[config.mk]
export PLATFORM = sky130hd
export DESIGN_NAME = dc_seq
export DESIGN_NICKNAME = d
export VERILOG_FILES = /design/src/rtl/dc_seq.sv
export SDC_FILE = /design/constraint.sdc
export NUM_CORES = 1
export LEC_CHECK = 0
export CAP_MARGIN = 10
export CORE_ASPECT_RATIO = 1.25
export CORE_MARGIN = 5
export CORE_UTILIZATION = 51
export CTS_BUF_LIST = sky130_fd_sc_hd__clkbuf_16
export DETAILED_ROUTE_END_ITERATION = 8
export HOLD_SLACK_MARGIN = 0.12
export PLACE_DENSITY = 0.8
export SYNTH_ARGS = -nofsm -noshare
export SYNTH_HDL_FRONTEND = slang
export SYNTH_SLANG_ARGS = --single-unit
[constraint.sdc]
create_clock -name clk -period 2.5 [get_ports clk]
set_clock_uncertainty 0.1 [all_clocks]
set_input_delay 0.25 -clock clk [delete_from_list [all_inputs] [get_ports clk]]
set_output_delay 0.25 -clock clk [all_outputs]
set_load 0.005 [all_outputs]
[src/rtl/dc_seq.sv]
// Microsequencer for the 4-page MicROM. It holds the registered microaddress and the
// microinstruction register, and computes the next address (call/return stack, PLA, branch, trap).
module dc_seq #(
    parameter logic [8:0] RESET_VEC = 9'h100,
    parameter logic [8:0] TRAP_VEC  = 9'h1F8,
    parameter int         STK_DEPTH = 4
) (
    input  logic        clk,
    input  logic        nrst,
    input  logic        step,
    input  logic        ax,
    input  logic [8:0]  ma,
    input  logic [15:0] mc,
    input  logic        cond,
    input  logic [6:0]  pla,
    input  logic        trap,
    output logic [9:0]  a_out,
    output logic [15:0] mir,
    output logic        mir_vld,
    output logic        trap_ack,
    output logic        stk_err
);

    localparam int IW  = $clog2(STK_DEPTH);
    localparam int SPW = $clog2(STK_DEPTH + 1);

    typedef enum logic [1:0] {
        OP_NEXT = 2'b00,
        OP_CALL = 2'b01,
        OP_XLAT = 2'b10,
        OP_RET  = 2'b11
    } seq_op_e;

    logic [8:0]     loc_q, loc_d;
    logic           ax_q, ax_d;
    logic [15:0]    mir_q, mir_d;
    logic           mir_vld_q, mir_vld_d;
    logic           trap_ack_q, trap_ack_d;
    logic           stk_err_q, stk_err_d;
    logic [SPW-1:0] sp_q, sp_d;
    logic [8:0]     stk_q [STK_DEPTH];
    logic [8:0]     stk_d [STK_DEPTH];

    seq_op_e        op;
    logic [8:0]     br_tgt;
    logic [SPW-1:0] sp_m1;

    assign op     = seq_op_e'(mc[15:14]);
    assign br_tgt = {ma[8:1], ma[0] | (mc[13] & cond)};
    assign sp_m1  = sp_q - SPW'(1);

    always_comb begin
        loc_d      = loc_q;
        ax_d       = ax_q;
        mir_d      = mir_q;
        mir_vld_d  = mir_vld_q;
        trap_ack_d = 1'b0;
        stk_err_d  = stk_err_q;
        sp_d       = sp_q;
        stk_d      = stk_q;

        if (step) begin
            ax_d      = ax;
            mir_d     = mc;
            mir_vld_d = 1'b1;
            unique case (op)
                OP_NEXT: loc_d = br_tgt;
                OP_CALL: begin
                    loc_d = br_tgt;
                    // A full stack replaces its top entry so the next RET returns the newest call.
                    if (sp_q == SPW'(STK_DEPTH)) begin
                        stk_d[sp_m1[IW-1:0]] = mc[8:0];
                        stk_err_d            = 1'b1;
                    end else begin
                        stk_d[sp_q[IW-1:0]] = mc[8:0];
                        sp_d                = sp_q + SPW'(1);
                    end
                end
                OP_XLAT: begin
                    if (trap) begin
                        loc_d      = TRAP_VEC;
                        trap_ack_d = 1'b1;
                    end else begin
                        loc_d = {2'b00, pla};
                    end
                end
                OP_RET: begin
                    if (sp_q == '0) begin
                        loc_d     = RESET_VEC;
                        stk_err_d = 1'b1;
                    end else begin
                        loc_d = stk_q[sp_m1[IW-1:0]];
                        sp_d  = sp_m1;
                    end
                end
                default: loc_d = br_tgt;
            endcase
        end
    end

    always_ff @(posedge clk) begin
        if (!nrst) begin
            loc_q      <= RESET_VEC;
            ax_q       <= 1'b0;
            mir_q      <= '0;
            mir_vld_q  <= 1'b0;
            trap_ack_q <= 1'b0;
            stk_err_q  <= 1'b0;
            sp_q       <= '0;
        end else begin
            loc_q      <= loc_d;
            ax_q       <= ax_d;
            mir_q      <= mir_d;
            mir_vld_q  <= mir_vld_d;
            trap_ack_q <= trap_ack_d;
            stk_err_q  <= stk_err_d;
            sp_q       <= sp_d;
        end
    end

    // Stack storage needs no reset: sp alone defines which entries are live.
    always_ff @(posedge clk) begin
        stk_q <= stk_d;
    end

    assign a_out    = {ax_q, loc_q};
    assign mir      = mir_q;
    assign mir_vld  = mir_vld_q;
    assign trap_ack = trap_ack_q;
    assign stk_err  = stk_err_q;

endmodule

==> qor.yml <==
overflow: 0
ant_nets: 0
worstSetupStartpointType: "flip-flop"
grt_pass1_wl_um: 11400
slowest_stage: "nor2b_1"
criticalPathCategory: "flip-flop to flip-flop"
status: "completed"
hold_class: "input port to flip-flop"
drt_iter0_drc: 93
synth_flop_cell: "edfxtp_1"
place_congestion: 0.822
r2r-end: "stk_q[31]"
start_util: 0.531
leakagePower_nw: 1.65
io_pins: 67
finalSetupTns_ns: 0
area_delta_synth_final_pct: 34.4
multi_input_area_sq_mm: 0.00129
worstMarginPinSlew_ns: 0.665
synthArstFlopShare: 0
reg2reg_from: "sp_q[0]"
htreeDepth: 3
syn_inst: 250
crit_path_start: "sp_q[0]"
postCtsHoldBufs: 0
clockBufferDepth: 2
finalPower_mw: 2.72
crit_buf_inv: 2
netlist_area_sq_mm: 0.00311
cts.sinks: 68
totalWireLength_um: 6830
rows: 31
yosys.area.top_type: "edfxtp_1"
setup_violations: 0
ys_top_cells_by_area: "edfxtp_1, dfxtp_1, nor2b_1, mux4_1, mux2i_1"
nets: 373
drive_gt1_frac: 0.107
root_buffer: "clkbuf_16"
grt_usage: 0.190
yosys_warnings: 0
insertion_delay_ns: 0.32
worstSetupEndpointType: "flip-flop"
required_ns: 2.44
synth_top_area_share: 0.347
cts_setup_buffers: 0
min_period_ns: 2.00
syn_area_per_cell_sq_um: 12.4
rsz0062_at_grt: "false"
fillers: 412
grt_max_degree: 24
die_x_um: 79.9
synth_edf_count: 36
synth_cell_type_count: 41
hold_viol: 0
synth_nets: 293
crit_fanout: 6
crit_path_cell_trace: "inv_1, ha_1, a21boi_1, nor2b_1, buf_4"
reg2reg_depth: 5
cts_resized: 0
cp.arrival_ns: 1.94
regArea_sq_mm: 0.00172
dp.cells: 401
clkTransAtPathRegs_ns: 0.05
drv_cap: 0
io_buffers: 66
die_h_um: 97.3
fin_cells: 417
max_freq_mhz: 500
pwr_density_cell_mw_per_mm2: 651
r2r_slack_ns: 0.50
firstDrtPassIters: 4
vias: 2211
ir_drop_uv: 434
cp_top_family: "simple AND/OR/NAND/NOR gates"
coreArea_sq_mm: 0.00586
dp_hpwl_um: 4990
drt-wirelength-per-cell_um: 16.4
route.detailed.drc: 0
drv_slew: 0
viasPerCell: 5.30
antenna_found_initial: 0
cts_tree: "built"
cts_buffers: 9
final.period_utilization: 0.800
synth_seq_cells: 68
antenna_cells: 0
path_depth: 5
synth_seq_area_share: 0.553
cpPeakStageDelay_ns: 0.37
worstSetupEndpoint: "stk_q[31]"
max-slew-margin-rel: 0.556
die_area_sq_mm: 0.00777
grt_pass1_vias: 2324
sequential cells by signal, summed over array words and instances (netlist names):
signal    flops
stk_q        36
mir          16
loc_q         9
sp_q          3
ax_q          1
mir_vld       1
stk_err       1
trap_ack      1
per-stage QoR:
step / hold WS, ns / worst slack, ns / utilization / cell area, sq um
2_1_floorplan: 0.300 / 0.328 / - / 3110
3_3_place_gp: 0.337 / 0.567 / 0.669 / 3920
3_5_place_dp: 0.358 / 0.493 / 0.669 / 3920
4_1_cts: 0.229 / 0.489 / 0.714 / 4180
5_1_grt: 0.270 / 0.420 / 0.714 / 4180
6_report: 0.238 / 0.499 / 0.714 / 4180
area by class of cell:
type	instances	share of cell area
Timing Repair Buffer	81	0.184
Clock buffer	9	0.0539
Sequential cell	68	0.412
Tap cell	82	0.0245
Multi-Input combinational cell	161	0.309
Inverter	9	0.00808
Clock inverter	7	0.00868
cells by family after synthesis:
logic type | share of synthesized area
compound gates | 0.0909
xor+xnor | 0.00845
fa+ha+maj | 0.0201
buf+inv | 0.0310
flops | 0.553
mux | 0.135
simple gates | 0.161
how the worst min path moves through the flow:
| stage | endpoint | slack (ns) | start | cells past startpoint |
|---|---|---|---|---|
| after floorplan | loc_q[2] | 0.30 | pla[2] | 2 |
| after CTS | loc_q[7] | 0.23 | step | 2 |
| after global placement | mir_vld | 0.34 | mir_vld | 1 |
| final | loc_q[7] | 0.24 | step | 2 |
| after detailed placement | stk_err | 0.36 | stk_err | 1 |
| after global routing | loc_q[7] | 0.27 | step | 2 |
worst reg2reg max path: stages (launching register included):
cell      delay [ns]
dfxtp_1         0.31
inv_1           0.13
ha_1            0.30
a21boi_1        0.28
nor2b_1         0.37
buf_4           0.23
Yosys cell counts, types with 2 or more instances:
cell       n
nor2b_1   31
dfxtp_1   32
nand2_1   11
nor2_1    16
and2_1    10
mux2i_1   18
edfxtp_1  36
inv_1      9
a21boi_0   3
mux4_1     7
ha_1       5
and2b_1   14
buf_2      5
xor2_1     2
a21o_1     3
mux4_2     2
a21oi_1    8
o21a_1     2
o221ai_1  10
clkbuf_1   5
power by group:
group          total, mW  internal, mW  leakage, nW  switching (mW)
sequential          1.24          1.22        0.597          0.0212
clock               1.10         0.657        0.141           0.441
combinational      0.382         0.219        0.912           0.163
total               2.72          2.10         1.65           0.626
metal layers:
metal,up-vias,track usage,share of wire
met3,9,0.0519,0.072
met5,-,0,0
met4,0,0.0741,0.012
li1,1068,-,-
met2,90,0.311,0.51
met1,1044,0.235,0.41
layout by cell type, fill, tap and decap left out, types with 2 or more instances in the layout:
cell type        Yosys  layout
inv_1                9      11
mux2i_1             18      18
nor2_1              16      16
a21boi_0             3       3
nand2_1             11      11
ha_1                 5       5
a21oi_1              8       8
o21a_1               2       2
nor2b_1             31      31
and2b_1             14      14
xor2_1               2       2
dfxtp_1             32      32
mux4_2               2       2
o221ai_1            10      10
edfxtp_1            36      36
clkdlybuf4s50_1      0      65
clkinv_2             0       4
mux4_1               7       7
and2_1              10      10
clkbuf_16            0       9
buf_4                1      15
a21o_1               3       3
(Power assumes the default switching activity.)
